==> src/rtl/rx_image_store_pkg.sv <==
// Shared configuration for the RX image store: default widths, FIFO depth
// and the store FSM state encoding.
package ocr_bridge_config_pkg;

    localparam int PIO_DATA_WIDTH   = 128;
    localparam int IMAGE_RAM_WIDTH  = 12;
    localparam int BURST_SIZE_WIDTH = 16;
    localparam int BP_FIFO_DEPTH    = 8;

    // Store FSM encoding; kept as plain constants so older tools can consume it.
    localparam int               STATE_W    = 2;
    localparam logic [1:0]       ST_IDLE    = 2'd0;
    localparam logic [1:0]       ST_COLLECT = 2'd1;
    localparam logic [1:0]       ST_READY   = 2'd2;

endpackage

==> src/rtl/rx_image_store_if.sv <==
// Bus bundle between the upstream RX receiver / OCR core and the image store.
//
// Handshake: image_write and breakpoint_write are single-cycle valids with no
// backpressure (the store never stalls the sender; refused writes raise
// store_err). bp_rd_en pops the FIFO head only in a cycle where bp_empty is
// low; bp_rd_data always shows the head (first-word-fall-through).
interface rx_image_store_if #(
    parameter int DATA_W  = ocr_bridge_config_pkg::PIO_DATA_WIDTH,
    parameter int ADDR_W  = ocr_bridge_config_pkg::IMAGE_RAM_WIDTH,
    parameter int BURST_W = ocr_bridge_config_pkg::BURST_SIZE_WIDTH
) ();

    logic                Clear_buff;
    logic                image_write;
    logic                breakpoint_write;
    logic [DATA_W-1:0]   RX_data_out;
    logic [ADDR_W-1:0]   addr_rx_out;
    logic                RX_done;
    logic                frame_ack;
    logic                bp_rd_en;

    logic                ram_we;
    logic [ADDR_W-1:0]   ram_addr;
    logic [DATA_W-1:0]   ram_wdata;
    logic [DATA_W-1:0]   bp_rd_data;
    logic                bp_empty;
    logic                bp_full;
    logic                frame_ready;
    logic [BURST_W-1:0]  frame_bursts;
    logic                store_err;
    logic [1:0]          dbg_state;

    modport master (
        output Clear_buff, image_write, breakpoint_write, RX_data_out,
               addr_rx_out, RX_done, frame_ack, bp_rd_en,
        input  ram_we, ram_addr, ram_wdata, bp_rd_data, bp_empty, bp_full,
               frame_ready, frame_bursts, store_err, dbg_state
    );

    modport slave (
        input  Clear_buff, image_write, breakpoint_write, RX_data_out,
               addr_rx_out, RX_done, frame_ack, bp_rd_en,
        output ram_we, ram_addr, ram_wdata, bp_rd_data, bp_empty, bp_full,
               frame_ready, frame_bursts, store_err, dbg_state
    );

endinterface

==> src/rtl/rx_image_store_bp_fifo.sv <==
// Breakpoint FIFO: synchronous, first-word-fall-through, power-of-two depth.
// A push into a full FIFO is accepted only when a pop happens the same cycle.
module bp_fifo #(
    parameter int WIDTH = 128,
    parameter int DEPTH = 8
) (
    input  logic             clk_i,
    input  logic             rst_i,
    input  logic             clr_i,
    input  logic             push_i,
    input  logic             pop_i,
    input  logic [WIDTH-1:0] wdata_i,
    output logic [WIDTH-1:0] rdata_o,
    output logic             empty_o,
    output logic             full_o,
    output logic             overflow_o
);
    import ocr_bridge_config_pkg::*;

    localparam int         PW       = $clog2(DEPTH);
    localparam logic [PW:0] FULL_CNT = DEPTH[PW:0];

    logic [WIDTH-1:0] mem_q [DEPTH];
    logic [PW-1:0]    wr_q, wr_d;
    logic [PW-1:0]    rd_q, rd_d;
    logic [PW:0]      cnt_q, cnt_d;
    logic             pop_ok;
    logic             push_ok;

    // Accept/refuse decisions and next pointer/count values.
    always_comb begin
        pop_ok     = pop_i && !clr_i && !empty_o;
        push_ok    = push_i && !clr_i && (!full_o || pop_ok);
        overflow_o = push_i && !clr_i && full_o && !pop_ok;
        wr_d       = push_ok ? wr_q + 1'b1 : wr_q;
        rd_d       = pop_ok  ? rd_q + 1'b1 : rd_q;
        cnt_d      = cnt_q + {{PW{1'b0}}, push_ok} - {{PW{1'b0}}, pop_ok};
        if (clr_i) begin
            wr_d  = '0;
            rd_d  = '0;
            cnt_d = '0;
        end
    end

    // Pointer and occupancy registers; pointers wrap naturally at DEPTH.
    always_ff @(posedge clk_i or posedge rst_i) begin
        if (rst_i) begin
            wr_q  <= '0;
            rd_q  <= '0;
            cnt_q <= '0;
        end else begin
            wr_q  <= wr_d;
            rd_q  <= rd_d;
            cnt_q <= cnt_d;
        end
    end

    // Storage array; contents need no reset since occupancy gates reads.
    always_ff @(posedge clk_i) begin
        if (push_ok) begin
            mem_q[wr_q] <= wdata_i;
        end
    end

    assign rdata_o = mem_q[rd_q];
    assign empty_o = (cnt_q == '0);
    assign full_o  = (cnt_q == FULL_CNT);

endmodule

==> src/rtl/rx_image_store.sv <==
// RX image store: writes image bursts to the image RAM (one registered cycle
// late), buffers breakpoint bursts in a FIFO and tracks frame completion.
module rx_image_store #(
    parameter int PIO_DATA_WIDTH   = ocr_bridge_config_pkg::PIO_DATA_WIDTH,
    parameter int IMAGE_RAM_WIDTH  = ocr_bridge_config_pkg::IMAGE_RAM_WIDTH,
    parameter int BURST_SIZE_WIDTH = ocr_bridge_config_pkg::BURST_SIZE_WIDTH,
    parameter int BP_FIFO_DEPTH    = ocr_bridge_config_pkg::BP_FIFO_DEPTH
) (
    input  logic              clk_in,
    input  logic              rst,
    rx_image_store_if.slave   bus
);
    import ocr_bridge_config_pkg::*;

    logic [1:0]                  state_q, state_d;
    logic                        ram_we_q;
    logic [IMAGE_RAM_WIDTH-1:0]  ram_addr_q;
    logic [PIO_DATA_WIDTH-1:0]   ram_wdata_q;
    logic [BURST_SIZE_WIDTH-1:0] bursts_q, bursts_d;
    logic                        err_q, err_d;

    logic write_any;
    logic accepting;
    logic img_ok;
    logic bp_push;
    logic fifo_ovf;

    // Frame FSM; Clear_buff returns to IDLE from anywhere, RX_done beats frame_ack.
    always_comb begin
        state_d = state_q;
        if (bus.Clear_buff) begin
            state_d = ST_IDLE;
        end else begin
            case (state_q)
                ST_IDLE: begin
                    if (bus.RX_done)    state_d = ST_READY;
                    else if (write_any) state_d = ST_COLLECT;
                end
                ST_COLLECT: if (bus.RX_done)   state_d = ST_READY;
                ST_READY:   if (bus.frame_ack) state_d = ST_IDLE;
                default:    state_d = ST_IDLE;
            endcase
        end
    end

    // Write acceptance, burst counter and sticky error next-state.
    always_comb begin
        write_any = bus.image_write || bus.breakpoint_write;
        accepting = (state_q != ST_READY) && !bus.Clear_buff;
        img_ok    = bus.image_write && accepting;
        // An image burst wins over a breakpoint burst in the same cycle.
        bp_push   = bus.breakpoint_write && !bus.image_write && accepting;

        bursts_d = bursts_q;
        if (bus.Clear_buff) begin
            bursts_d = '0;
        end else if (state_q == ST_READY && bus.frame_ack) begin
            bursts_d = '0;
        end else if (img_ok && (bursts_q != '1)) begin
            bursts_d = bursts_q + 1'b1;
        end

        err_d = err_q;
        if (bus.Clear_buff) begin
            err_d = 1'b0;
        end else if ((write_any && state_q == ST_READY) ||
                     (bus.image_write && bus.breakpoint_write) ||
                     fifo_ovf) begin
            err_d = 1'b1;
        end
    end

    // State, registered RAM write port, counter and error flag.
    always_ff @(posedge clk_in or posedge rst) begin
        if (rst) begin
            state_q     <= ST_IDLE;
            ram_we_q    <= 1'b0;
            ram_addr_q  <= '0;
            ram_wdata_q <= '0;
            bursts_q    <= '0;
            err_q       <= 1'b0;
        end else begin
            state_q  <= state_d;
            ram_we_q <= img_ok;
            if (img_ok) begin
                ram_addr_q  <= bus.addr_rx_out;
                ram_wdata_q <= bus.RX_data_out;
            end
            bursts_q <= bursts_d;
            err_q    <= err_d;
        end
    end

    bp_fifo #(
        .WIDTH (PIO_DATA_WIDTH),
        .DEPTH (BP_FIFO_DEPTH)
    ) u_bp_fifo (
        .clk_i      (clk_in),
        .rst_i      (rst),
        .clr_i      (bus.Clear_buff),
        .push_i     (bp_push),
        .pop_i      (bus.bp_rd_en),
        .wdata_i    (bus.RX_data_out),
        .rdata_o    (bus.bp_rd_data),
        .empty_o    (bus.bp_empty),
        .full_o     (bus.bp_full),
        .overflow_o (fifo_ovf)
    );

    assign bus.ram_we       = ram_we_q;
    assign bus.ram_addr     = ram_addr_q;
    assign bus.ram_wdata    = ram_wdata_q;
    assign bus.frame_ready  = (state_q == ST_READY);
    assign bus.frame_bursts = bursts_q;
    assign bus.store_err    = err_q;
    assign bus.dbg_state    = state_q;

endmodule

==> src/flat_wrapper.sv <==
// flat-port wrapper written by rule: the top's interface ports become plain ports
module rx_image_store_flat import ocr_bridge_config_pkg::*;
#(
    parameter int PIO_DATA_WIDTH   = ocr_bridge_config_pkg::PIO_DATA_WIDTH,
    parameter int IMAGE_RAM_WIDTH  = ocr_bridge_config_pkg::IMAGE_RAM_WIDTH,
    parameter int BURST_SIZE_WIDTH = ocr_bridge_config_pkg::BURST_SIZE_WIDTH,
    parameter int BP_FIFO_DEPTH    = ocr_bridge_config_pkg::BP_FIFO_DEPTH
)
  (clk_in, rst, bus_Clear_buff, bus_image_write, bus_breakpoint_write, bus_RX_data_out, bus_addr_rx_out, bus_RX_done, bus_frame_ack, bus_bp_rd_en, bus_ram_we, bus_ram_addr, bus_ram_wdata, bus_bp_rd_data, bus_bp_empty, bus_bp_full, bus_frame_ready, bus_frame_bursts, bus_store_err, bus_dbg_state);
  rx_image_store_if bus_i ();
  input  logic clk_in;
  input  logic rst;
  input wire logic [$bits(bus_i.Clear_buff)-1:0] bus_Clear_buff;
  input wire logic [$bits(bus_i.image_write)-1:0] bus_image_write;
  input wire logic [$bits(bus_i.breakpoint_write)-1:0] bus_breakpoint_write;
  input wire logic [$bits(bus_i.RX_data_out)-1:0] bus_RX_data_out;
  input wire logic [$bits(bus_i.addr_rx_out)-1:0] bus_addr_rx_out;
  input wire logic [$bits(bus_i.RX_done)-1:0] bus_RX_done;
  input wire logic [$bits(bus_i.frame_ack)-1:0] bus_frame_ack;
  input wire logic [$bits(bus_i.bp_rd_en)-1:0] bus_bp_rd_en;
  output wire logic [$bits(bus_i.ram_we)-1:0] bus_ram_we;
  output wire logic [$bits(bus_i.ram_addr)-1:0] bus_ram_addr;
  output wire logic [$bits(bus_i.ram_wdata)-1:0] bus_ram_wdata;
  output wire logic [$bits(bus_i.bp_rd_data)-1:0] bus_bp_rd_data;
  output wire logic [$bits(bus_i.bp_empty)-1:0] bus_bp_empty;
  output wire logic [$bits(bus_i.bp_full)-1:0] bus_bp_full;
  output wire logic [$bits(bus_i.frame_ready)-1:0] bus_frame_ready;
  output wire logic [$bits(bus_i.frame_bursts)-1:0] bus_frame_bursts;
  output wire logic [$bits(bus_i.store_err)-1:0] bus_store_err;
  output wire logic [$bits(bus_i.dbg_state)-1:0] bus_dbg_state;
  assign bus_i.Clear_buff = bus_Clear_buff;
  assign bus_i.image_write = bus_image_write;
  assign bus_i.breakpoint_write = bus_breakpoint_write;
  assign bus_i.RX_data_out = bus_RX_data_out;
  assign bus_i.addr_rx_out = bus_addr_rx_out;
  assign bus_i.RX_done = bus_RX_done;
  assign bus_i.frame_ack = bus_frame_ack;
  assign bus_i.bp_rd_en = bus_bp_rd_en;
  assign bus_ram_we = bus_i.ram_we;
  assign bus_ram_addr = bus_i.ram_addr;
  assign bus_ram_wdata = bus_i.ram_wdata;
  assign bus_bp_rd_data = bus_i.bp_rd_data;
  assign bus_bp_empty = bus_i.bp_empty;
  assign bus_bp_full = bus_i.bp_full;
  assign bus_frame_ready = bus_i.frame_ready;
  assign bus_frame_bursts = bus_i.frame_bursts;
  assign bus_store_err = bus_i.store_err;
  assign bus_dbg_state = bus_i.dbg_state;
  rx_image_store #(.PIO_DATA_WIDTH(PIO_DATA_WIDTH), .IMAGE_RAM_WIDTH(IMAGE_RAM_WIDTH), .BURST_SIZE_WIDTH(BURST_SIZE_WIDTH), .BP_FIFO_DEPTH(BP_FIFO_DEPTH)) u_core (.clk_in(clk_in), .rst(rst), .bus(bus_i));
endmodule
==> config.mk <==
export PLATFORM = sky130hd
export DESIGN_NAME = rx_image_store_flat
export DESIGN_NICKNAME = d
export VERILOG_FILES = /design/src/rtl/rx_image_store_pkg.sv /design/src/rtl/rx_image_store_if.sv /design/src/rtl/rx_image_store_bp_fifo.sv /design/src/rtl/rx_image_store.sv /design/src/flat_wrapper.sv
export SDC_FILE = /design/constraint.sdc
export NUM_CORES = 1
export LEC_CHECK = 0
export BUFFER_PORTS_ARGS = -buffer_cell sky130_fd_sc_hd__buf_2
export CAP_MARGIN = 20
export CORE_UTILIZATION = 45
export DETAILED_ROUTE_END_ITERATION = 6
export GPL_ROUTABILITY_DRIVEN = 0
export GPL_TIMING_DRIVEN = 0
export HOLD_SLACK_MARGIN = 0.03
export PLACE_DENSITY = 0.7
export SLEW_MARGIN = 0
export SYNTH_ARGS = -nofsm -noshare
export SYNTH_HDL_FRONTEND = slang
export SYNTH_SLANG_ARGS = --single-unit
==> constraint.sdc <==
create_clock -name clk_in -period 28 [get_ports clk_in]
set_clock_uncertainty 0.05 [all_clocks]
set_input_delay 5.6 -clock clk_in [delete_from_list [all_inputs] [get_ports clk_in]]
set_output_delay 5.6 -clock clk_in [all_outputs]
set_load 0.005 [all_outputs]
## Yosys cells after proc, flatten, opt, wreduce, memory -nomap -nowiden

Memories as Yosys holds them, arrays and structs flattened.
Index checks and enable logic that the tools add are counted.
W data, S select, Z words.

| cells by class | value |
|---|---|
| bitwise gates (word level) | 0 |
| equal/unequal tests | 8 |
| reduce and logical (&&, ||, !) cells | 30 |
| order comparisons | 0 |
| shift operators | 0 |
| mux-type cells | 18 |
| div/mod/pow operators | 0 |
| multiply operators | 0 |
| add/subtract/negate cells | 5 |

Operator list:

| kind | count |
|---|---|
| $mux W16 | 3 |
| $add A16 B1 Y16 const B | 1 |
| $ne A16 B16 Y1 const B | 1 |
| $logic_and A1 B1 Y1 | 14 |
| $mux W3 | 4 |
| $mux W2 | 5 |
| $add A3 B1 Y3 const B | 2 |
| $ne A3 B3 Y1 const B | 2 |
| $pmux W2 S3 | 1 |
| $reduce_bool A2 Y1 | 3 |
| $logic_not A1 Y1 | 5 |
| $add A4 B1 Y4 | 1 |
| $eq A4 B4 Y1 const B | 1 |
| $logic_not A4 Y1 | 1 |
| $logic_or A1 B1 Y1 | 4 |
| $mux W1 | 4 |
| $mux W4 | 1 |
| $ne A4 B3 Y1 const B | 1 |
| $sub A4 B1 Y4 | 1 |
| $reduce_and A3 Y1 | 1 |
| $reduce_bool A3 Y1 | 1 |
| $eq A2 B1 Y1 const B | 1 |
| $eq A2 B2 Y1 const B | 1 |
| $logic_not A2 Y1 | 1 |
| $ne A2 B2 Y1 const B | 1 |

| storage, ports and cells | value |
|---|---|
| memories | 1 |
| bits in latches | 0 |
| bits in registers | 170 |
| ROM bits | 0 |
| RAM bits | 1024 |

Memory list:

| name | words | width | rd ports | clocked after memory_dff | write ports | line | text |
|---|---|---|---|---|---|---|---|
| u_core.u_bp_fifo.mem_q | 8 | 128 | 1 | 0 | 1 | rx_image_store_bp_fifo.sv:23 | `logic [WIDTH-1:0] mem_q [DEPTH];` |

## Depth between registers and ports, before layout

Gate-level depths: netlist of the first run.

| logic depth | value |
|---|---|
| depth after elaboration | 9 |
| gate-level depth with buffers | 11 |

## By module

Synthesis of the first run repeated with hierarchy kept, for this count alone.

| second synthesis, totals | value |
|---|---|
| cell total of the unflattened synthesis | 1975 |
| area total of the unflattened synthesis | 45865.2 um2 |

By module, submodules not included:

| module | area each (um2) | times used | cells each |
|---|---|---|---|
| bp_fifo | 39565.4 | 1 | 1560 |
| rx_image_store | 6299.8 | 1 | 415 |

## Worst setup path before layout of the first run

OpenSTA, ideal clock, no wires.

| timing | value |
|---|---|
| path kind | input to register |
| start | input bus_Clear_buff |
| end | memory u_core.u_bp_fifo.mem_q[0][0] (enable) |
| buffers on the path | 0 |
| setup slack | 11913 ps |
| stages on the path | 4 |
| arrival time | 15266 ps |
| required time | 27178 ps |
| cell sequence | or3b_4 a2111oi_4 nand2b_2 nor3_1 |

| on the way | value |
|---|---|
| word-level cells in the longest chain between the ends | 7 |

RTL lines:

| item | line | text |
|---|---|---|
| from (decl) | flat_wrapper.sv:13 | `input wire logic [$bits(bus_i.Clear_buff)-1:0] bus_Clear_buff;` |
| $logic_not A1 Y1 (*) | rx_image_store_bp_fifo.sv:32, rx_image_store_bp_fifo.sv:33, rx_image_store.sv:49 |  |
| $logic_and A1 B1 Y1, on equally long branches | rx_image_store.sv:49, rx_image_store_bp_fifo.sv:32 |  |
| $logic_and A1 B1 Y1, on equally long branches | rx_image_store.sv:52, rx_image_store_bp_fifo.sv:32 |  |
| $logic_and A1 B1 Y1 / $logic_or A1 B1 Y1 (equally long branches) | rx_image_store_bp_fifo.sv:33 | `push_ok = push_i && !clr_i && (!full_o \|\| pop_ok);` |
| $logic_and A1 B1 Y1 (*) | rx_image_store_bp_fifo.sv:33 |  |
| $mux W1 (*) | rx_image_store_bp_fifo.sv:60 | `if (push_ok) begin` |
| $mux W1 (implied by the code) (*) | rx_image_store_bp_fifo.sv:61 | `mem_q[wr_q] <= wdata_i;` |
| to (decl) | rx_image_store_bp_fifo.sv:23 |  |

Every way passes the cells marked *; elsewhere a longest branch is shown, timed or not.

## Final worst setup path of the first run

| timing | value |
|---|---|
| start | register u_core.u_bp_fifo.rd_q[1] |
| end | output bus_bp_rd_data[124] |

| on the way | value |
|---|---|
| word-level cells in the longest chain between the ends | 1 |

RTL lines:

| item | line | text |
|---|---|---|
| from (decl) | rx_image_store_bp_fifo.sv:25 | `logic [PW-1:0] rd_q, rd_d;` |
| from (signal assigned) | rx_image_store_bp_fifo.sv:53 | `rd_q <= rd_d;` |
| $mem_v2 Z8 W128 | - |  |
| to (decl) | flat_wrapper.sv:24 | `output wire logic [$bits(bus_i.bp_rd_data)-1:0] bus_bp_rd_data;` |

No other way between the ends.

==> summary.md, run 1 <==
| Metric | Value |
|---|---|
| DR pass1 iterations | 5 |
| Final net count | 3049 |
| Num CTS Buffers | 120 |
| Leakage dissipation | 19.4 nW |
| Met2 layer usage reported by global route | 0.356 |
| Total of endpoints with negative setup slack in the final report | 0 |
| I/O pins | 439 |
| Number of hold-repair buffers added at the cts stage | 0 |
| Tot GR Track Use | 0.216 |
| Portion of the post-synthesis area used by sequential elements | 0.773 |
| Fin util | 0.551 |
| Leading register cell type out of synthesis | edfxtp_1 |
| Area enclosed by the die boundary | 102000 µm² |
| Power density relative to cell area | 81.9 nW/µm² |
| Peak Freq | 108 MHz |
| Number of flops mapped to enable cells by yosys | 1024 |
| Final hold violation count | 0 |
| M1 GR Usage | 0.284 |
| Final period demand of the worst path | 9.29 ns |
| Final max-slew violation count | 0 |
| Fraction of layout cells with a size suffix above 1 | 0.382 |
| Slew headroom | 0.296 |
| Cell variety after synth | 49 |
| Gr busiest metal | met2 |
| R2r setup slk | 23.68 ns |
| Clock buffer depth | 3 |
| Category of the critical setup timing path | reg -> out |
| Post-route non-filler standard cell count | 4288 |
| Worst setup path startpoint | u_core.u_bp_fifo.rd_q[1] |
| Worst voltage drop across the vdd grid | 59.0 µV |
| Result of the run | complete, no violations |
| Die boundary height | 319 µm |
| Area fraction in and, or, nand and nor cells after synthesis | 0.0467 |
| Number of antenna violations at the first check in global routing | 13 |
| Synthesized cell area | 45300 µm² |
| Adder and majority cell fraction of the synthesized area | 0.00265 |
| Xor/xnor cell area share of the yosys netlist | 0.000774 |
| Accumulated negative setup slack | 0 ns |
| Overflow after GRT | 0 |
| Reg-to-Reg Start | u_core.u_bp_fifo.cnt_q[2] |
| Post-synthesis register bit count | 1194 |
| Met3 Resource Use GR | 0.0570 |
| Hold path start | u_core.bus.ram_wdata[118] |
| Post-synthesis compound-gate area fraction | 0.00613 |
| Number of placed cells counting well taps | 4057 |
| Final instance area | 54500 µm² |
| Arrival time at the worst endpoint | 3.64 ns |
| Capturing element type of the critical path | output port |
| Largest net degree at the start of global routing | 103 |
| Die X | 319 µm |
| Number of setup buffers added after CTS | 0 |
| Max Fanout on Critical Path | 10 |
| Net Count, Synth | 2417 |
| Initial Util | 0.457 |
| Via count | 23800 |
| Area growth from synthesis to layout | 20.3% |
| Critical Path, Cell by Cell | buf_2 -> clkbuf_1 -> buf_16 -> clkbuf_1 -> mux4_2 -> mux2_2 -> buf_2 |
| Number of global-route vias before repair | 25000 |
| Number of cells produced by synthesis | 2260 |
| DRC violations left | 0 |
| Commonest non-fill, non-tap cells in the layout | edfxtp_1 (1024), buf_2 (479), nand2_1 (435), mux4_2 (256), dfrtp_1 (170) |
| Most common cell after layout, fill and taps aside | edfxtp_1 |
| Root Buffer Master | clkbuf_16 |
| Drt wl/cell | 25.7 µm |
| Fraction of synthesis flops using an asynchronous set or reset pin | 0.142 |
| Syn avg cell area | 20.0 µm² |
| Crit path largest cell delay | 0.66 ns |
| Transition time at the pin with the least slew margin | 1.06 ns |
| Setup repair after global routing missed its margin | no |
| Data required, critical path | 22.35 ns |
| Number of routed nets with antenna violations | 0 |
| Area of the placeable core | 99000 µm² |
| Post-detailed-route via-to-cell ratio | 5.54 |
| CTS tree | done |
| Global-route wire length before repair | 161000 µm |
| Detailed placer's ending HPWL | 72000 µm |
| First DRT Iteration DRCs | 2186 |
| Critical path startpoint category | flip-flop |
| H-tree depth | 3 |
| Clock-pin slew reported for the worst setup and hold paths after clock tree synthesis | 0.06 ns |
| Kind of cell with the highest combined delay on the critical path | buffers and inverters |
| Number of warning messages in the yosys log | 0 |
| Cell Area, Placed | 50400 µm² |
| Number of rows created at floorplan | 115 |
| CP bufs+invs | 5 |
| Count of port buffers added during placement | 438 |
| Total Wirelength | 110000 µm |
| Final worst-path cycle share | 0.332 |
| Post-synthesis mux area share | 0.160 |
| HP Class | reg -> reg |
| CP max-delay cell | clkbuf_1 |
| Total clock sinks | 1194 |
| Combinational family with the most area after synthesis | multiplexers |
| Clock latency reported for the late side of the worst-skew pair | 0.72 ns |
| Count of instances resized after the clock tree is built | 0 |
| Max-cap check violation count | 0 |
report_power, final:
part           total [mW]  internal [mW]  switching (mW)
Combinational       0.806          0.400           0.406
Clock                1.65          0.988           0.664
Sequential           2.00           1.98          0.0233
path summary, 6_finish.rpt:
| path | cells past startpoint | end |
|---|---|---|
| min | 2 | u_core.bus.ram_wdata[118] |
| max in group asynchronous | 3 | u_core.bus.ram_wdata[17] |
| max reg2reg | 13 | u_core.u_bp_fifo.mem_q[1][58] |
| min reg2reg | 2 | u_core.bus.ram_wdata[118] |
| max | 7 | bus_bp_rd_data[124] |
| min in group asynchronous | 2 | u_core.bus.ram_wdata[76] |
synth_stat cells (3+ instances only):
master,count,share of area
buf_2,41,0.0045
dfrtp_1,170,0.094
a21o_1,3,0.00050
or3_1,4,0.00055
mux2_2,128,0.032
nand2b_1,5,0.00069
mux4_2,256,0.13
nor3_1,7,0.00077
ha_1,8,0.0022
o31ai_1,10,0.0017
inv_1,9,0.00075
or4_1,8,0.0013
clkbuf_1,53,0.0044
o211ai_1,4,0.00066
buf_1,12,0.00099
mux2i_1,3,0.00066
nand2_1,435,0.036
nand4_1,4,0.00055
nand3_1,9,0.00099
nor2_1,15,0.0012
edfxtp_1,1024,0.68
a21oi_1,18,0.0020
area by class of cell:
class                      instances  area (µm²)
tap                             1287        1610
clock buffer                     165        3410
timing repair buffer             510        3400
sequential                      1194       35000
multi-input combinational        949        9840
antenna                            2        5.00
inverter                          10        45.0
fill                            7478       44500
buffer                           107         460
clock inverter                    64         726
sequential cells by signal, indices dropped and copies added (netlist names), 2 cells and up:
name                     flops
u_core.u_bp_fifo.rd_q        3
u_core.u_bp_fifo.mem_q    1024
u_core.u_bp_fifo.wr_q        3
u_core.bus.frame_bursts     16
u_core.u_bp_fifo.cnt_q       4
u_core.bus.ram_addr         12
u_core.bus.ram_wdata       128
u_core.bus.dbg_state         2
cells by family after synthesis:
| kind of cell | Yosys count |
|---|---|
| compound gates | 40 |
| mux | 387 |
| flops | 1194 |
| fa+ha+maj | 9 |
| buf+inv | 117 |
| simple gates | 509 |
| xor+xnor | 4 |
layer usage:
metal,wire (µm),up-vias
met2,54100,929
met5,61,-
met3,9110,175
met4,2480,12
met1,44400,12400
li1,-,10200
through the flow:
stage               setup WS, ns  hold slack (ns)  total power, mW
floorplan                  11.91            0.417             2.54
global placement            1.47            0.401             2.85
detailed placement         18.53            0.407             2.86
CTS                        18.66            0.422             4.51
global route               18.64            0.439             4.63
finish                     18.71            0.419             4.46
worst min-delay path: stages, from the launching register on:
cell	delay, ns
dfrtp_1	0.34
nand2_1	0.05
nand2_1	0.05
Power figures use the tool's default switching activity.
==> run 2, diff against run 1 <==
--- a/config.mk
+++ b/config.mk
@@ -5,6 +5,7 @@
 export SDC_FILE = /design/constraint.sdc
 export NUM_CORES = 1
 export LEC_CHECK = 0
+export ABC_AREA = 1
 export BUFFER_PORTS_ARGS = -buffer_cell sky130_fd_sc_hd__buf_2
 export CAP_MARGIN = 20
 export CORE_UTILIZATION = 45
==> constraint.sdc (replaced) <==
create_clock -name clk_in -period 9.3 [get_ports clk_in]
set_clock_uncertainty 0.05 [all_clocks]
set_input_delay 1.86 -clock clk_in [delete_from_list [all_inputs] [get_ports clk_in]]
set_output_delay 1.86 -clock clk_in [all_outputs]
set_load 0.005 [all_outputs]
==> run 2 against run 1 <==
  * Hold slack worse by 0.0071 ns
  * First-iteration DRC count up 57%
  * Via count up 38%
  * Worst setup slack worse by 15 ns
  * Sequential share of layout area down 1.7 points
  * Combinational power rose to 4.0 times the previous value
  * Routed wire length up 20%
  * Critical path depth up 3
  * Die area up 3.8%
  * Power rose to 3.2 times the previous value
  * Final cell count up 42%
  * Cell area up 2.8%
  * Critical endpoint is now bus_bp_rd_data[7]
  * Largest power group unchanged
==> summary.md, run 2 <==
| Metric | Value |
|---|---|
| Result of the run | complete, no violations |
| Number of global-route vias before repair | 31700 (+27%) |
| Net Count, Synth | 4145 (+71%) |
| Global-route wire length before repair | 195000 µm (+21%) |
| Capturing element type of the critical path | output port |
| Largest net degree at the start of global routing | 105 (+1.9%) |
| Die boundary height | 325 µm (+1.9%) |
| Register name with the most flops | u_core.u_bp_fifo.mem_q |
| Data required, critical path | 7.39 ns (-14.96 ns) |
| Count of instances resized after the clock tree is built | 0 (unchanged) |
| Switching power total | 4.36 mW (+300%) |
| Kind of cell with the highest combined delay on the critical path | buffers and inverters |
| Total Wirelength | 132000 µm (+20%) |
| Leakage dissipation | 21.4 nW (+11%) |
| CP bufs+invs | 6 (+1) |
| Crit path largest cell delay | 0.47 ns (-0.19 ns) |
| H-tree depth | 3 (unchanged) |
| Clock latency reported for the late side of the worst-skew pair | 0.73 ns (about the same) |
| I/O pins | 439 (unchanged) |
| Leading register cell type out of synthesis | edfxtp_1 |
| Number of antenna violations at the first check in global routing | 14 (+1) |
| Post-detailed-route via-to-cell ratio | 5.38 (-2.9%) |
| Ranking of synthesized cells by area | edfxtp_1 (65%), dfrtp_1 (9.0%), nand2_1 (7.0%) |
| Critical path startpoint category | flip-flop |
| Leading cell type by number of instances after synthesis | edfxtp_1 |
| Worst voltage drop across the vdd grid | 158 µV (+170%) |
| Category of the critical setup timing path | reg -> out |
| Power density relative to cell area | 256 nW/µm² (+210%) |
| Number of rows created at floorplan | 118 (+2.6%) |
| Total of endpoints with negative setup slack in the final report | 0 (unchanged) |
| Adder and majority cell fraction of the synthesized area | 0.00255 (-0.0000975) |
| Final period demand of the worst path | 5.49 ns |
| Post-synth top cells | edfxtp_1 (1024), nand2_1 (882), nor2_1 (791), o21ai_0 (432), o21ai_1 (350) |
| Post-synthesis mux area share | 0 (-0.160) |
| Area enclosed by the die boundary | 106000 µm² (+3.8%) |
| Combinational family with the most area after synthesis | simple AND/OR/NAND/NOR gates |
| First DRT Iteration DRCs | 3430 (+57%) |
| Clock buffer depth | 3 (unchanged) |
| CP max-delay cell | buf_2 |
| Count of port buffers added during placement | 438 (unchanged) |
| Tot GR Track Use | 0.245 (+0.0286) |
| Overflow after GRT | 0 (unchanged) |
| Most common cell after layout, fill and taps aside | edfxtp_1 |
| Final max-slew violation count | 0 (unchanged) |
| Cell type with the highest occurrence count on the critical path | buf_2 |
| Syn avg cell area | 11.8 µm² (-41%) |
| Number of setup buffers added after CTS | 0 (unchanged) |
| Max Fanout on Critical Path | 10 (unchanged) |
| Share of total power in combinational logic | 0.226 (+0.045) |
| Commonest non-fill, non-tap cells in the layout | edfxtp_1 (1024), nand2_1 (882), nor2_1 (783), buf_2 (511), o21ai_0 (432) |
| Post-synthesis compound-gate area fraction | 0.0845 (+0.0784) |
| Via count | 32700 (+38%) |
| CTS tree | done |
| Yosys top cell area share | 0.654 (-0.0250) |
| Overall power consumption | 14.4 mW (+220%) |
| Post-synthesis register bit count | 1194 (unchanged) |
| Drt wl/cell | 21.7 µm (-15%) |
| Detailed placer's ending HPWL | 85200 µm (+18%) |
| Fillcell total | 8455 (+13%) |
| Final worst-path cycle share | 0.591 |
| Cell internal pwr | 10.0 mW (+200%) |
| Number of routed nets with antenna violations | 0 (unchanged) |
| Largest register FFs | 1024 (unchanged) |
| Portion of the post-synthesis area used by sequential elements | 0.744 (-0.0284) |
| Slew headroom | 0.254 (-0.0419) |
| Area growth from synthesis to layout | 19.1% |
| Max-cap check violation count | 0 (unchanged) |
| Worst-case setup slack after placement | 4.45 ns (-14.08 ns) |
| DR pass1 iterations | 6 (+1) |
| Worst setup margin | 3.81 ns (-14.91 ns) |
| Fin util | 0.541 (-0.00925) |
| HP Class | reg -> reg |
| Xor/xnor cell area share of the yosys netlist | 0.000931 (+0.000158) |
| Area fraction in and, or, nand and nor cells after synthesis | 0.140 (+0.0932) |
| Highest Signal Layer | met5 |
| Die X | 325 µm (+1.9%) |
| Total clock sinks | 1194 (unchanged) |
| Initial Util | 0.454 (-0.00319) |
| Synthesized cell area | 47000 µm² (+3.8%) |
| Final hold violation count | 0 (unchanged) |
| Area of the placeable core | 103000 µm² (+4.5%) |
| Number of cells produced by synthesis | 3988 (+76%) |
| Portion of total power attributed to sequential cells | 0.424 (-0.025) |
| Peak Freq | 182 MHz |
| Number of flops mapped to enable cells by yosys | 1024 (unchanged) |
| Accumulated negative setup slack | 0 ns (unchanged) |
| Arrival time at the worst endpoint | 3.58 ns (-0.06 ns) |
| Setup repair after global routing missed its margin | no |
| Final net count | 4744 (+56%) |
| Switching fraction of total power | 0.303 (+0.0583) |
| Post-route non-filler standard cell count | 6073 (+42%) |
| Fraction of synthesis flops using an asynchronous set or reset pin | 0.142 (unchanged) |
| Num CTS Buffers | 117 (-2.5%) |
| Cell variety after synth | 30 (-39%) |
| Clock power share | 0.351 (-0.019) |
| Clock-pin slew reported for the worst setup and hold paths after clock tree synthesis | 0.07 ns (about the same) |
| Yosys top cell by area | edfxtp_1 |
| Routed length on met3 | 10700 µm (+18%) |
| Number of hold-repair buffers added at the cts stage | 0 (unchanged) |
| Post-route met1 wirelength | 53100 µm (+20%) |
| DRC violations left | 0 (unchanged) |
| Critical Path, Cell by Cell | buf_6 -> inv_2 -> buf_4 -> buf_2 -> buf_2 -> nor2_1 -> o21ai_1 -> nand2_1 -> nand2_1 -> buf_2 |
| Number of placed cells counting well taps | 5848 (+44%) |
| Transition time at the pin with the least slew margin | 1.12 ns (+0.0629 ns) |
| Length of routed met2 wiring | 64000 µm (+18%) |
| Root Buffer Master | clkbuf_16 |
| Fraction of layout cells with a size suffix above 1 | 0.167 (-0.214) |
| Number of warning messages in the yosys log | 0 (unchanged) |
[run 2: changes by cell type in the layout (fill, tap and decap cells not counted), sizes merged, moves of 10 or more]
cell	before	now
mux4	256	0
nor2	15	797
inv	11	44
nand2	436	883
clkinv	39	49
buf	564	614
o31ai	10	0
nand3	10	31
a21oi	18	4
o21ai	1	783
clkbuf	218	235
mux2	128	0
[run 2: layer usage]
metal  up-vias  GRT usage
met1     16000      0.325
met4        12     0.0891
met5         -          0
met2      1479      0.405
li1      15000          -
met3       229     0.0431
[run 2: tightest hold or removal path, stage by stage, from the launching register on]
cell     delay (ns)
dfrtp_1        0.34
nand2_1        0.05
nand2_1        0.04
[run 2: worst paths after layout]
check / from / depth (start not counted) / endpoint / slack (ns)
min: u_core.bus.ram_wdata[83] / 2 / u_core.bus.ram_wdata[83] / 0.41
min in group asynchronous: rst / 2 / u_core.bus.ram_wdata[112] / 1.11
max: u_core.u_bp_fifo.rd_q[0] / 10 / bus_bp_rd_data[7] / 3.81
min reg2reg: u_core.bus.ram_wdata[83] / 2 / u_core.bus.ram_wdata[83] / 0.41
max reg2reg: u_core.u_bp_fifo.cnt_q[2] / 12 / u_core.u_bp_fifo.mem_q[7][58] / 5.86
max in group asynchronous: rst / 3 / u_core.bus.ram_wdata[32] / 7.04
[run 2: area by class of cell]
cell class              instances  area, µm²  area share
diodes                          2       5.00   0.0000893
flip-flops and latches       1194      35000       0.625
plain buffers                 230       1160      0.0206
clock buffers                 139       3090      0.0552
repair buffers                480       3100      0.0553
well taps                    1380       1730      0.0308
inverters                      38        150     0.00268
clock inverters                84       1010      0.0180
multi-input cells            2526      10800       0.192
[run 2: per-stage QoR]
step                      hold slack, ns  instance area [µm²]
after floorplan                    0.415                47000
after global placement             0.398                50900
after detailed placement           0.403                51900
after CTS                          0.418                56000
after global routing               0.433                56000
final                              0.412                56000
[run 2: power groups by stage]
stage | clock network [mW] | logic [mW] | registers, mW
3_3_place_gp | 0 | 3.14 | 6.21
6_report | 5.04 | 3.24 | 6.09
3_5_place_dp | 0 | 3.22 | 6.19
4_1_cts | 5.07 | 3.25 | 6.09
5_1_grt | 5.28 | 3.58 | 6.10
2_1_floorplan | 0 | 1.74 | 6.21
[run 2: logic make-up after synthesis]
group / after synthesis
buffers and inverters: 268
xor gates and xnor gates: 5
adders and majority gates: 9
DFF: 1194
and+or+nand+nor: 1721
AOI/OAI and AO/OA: 791
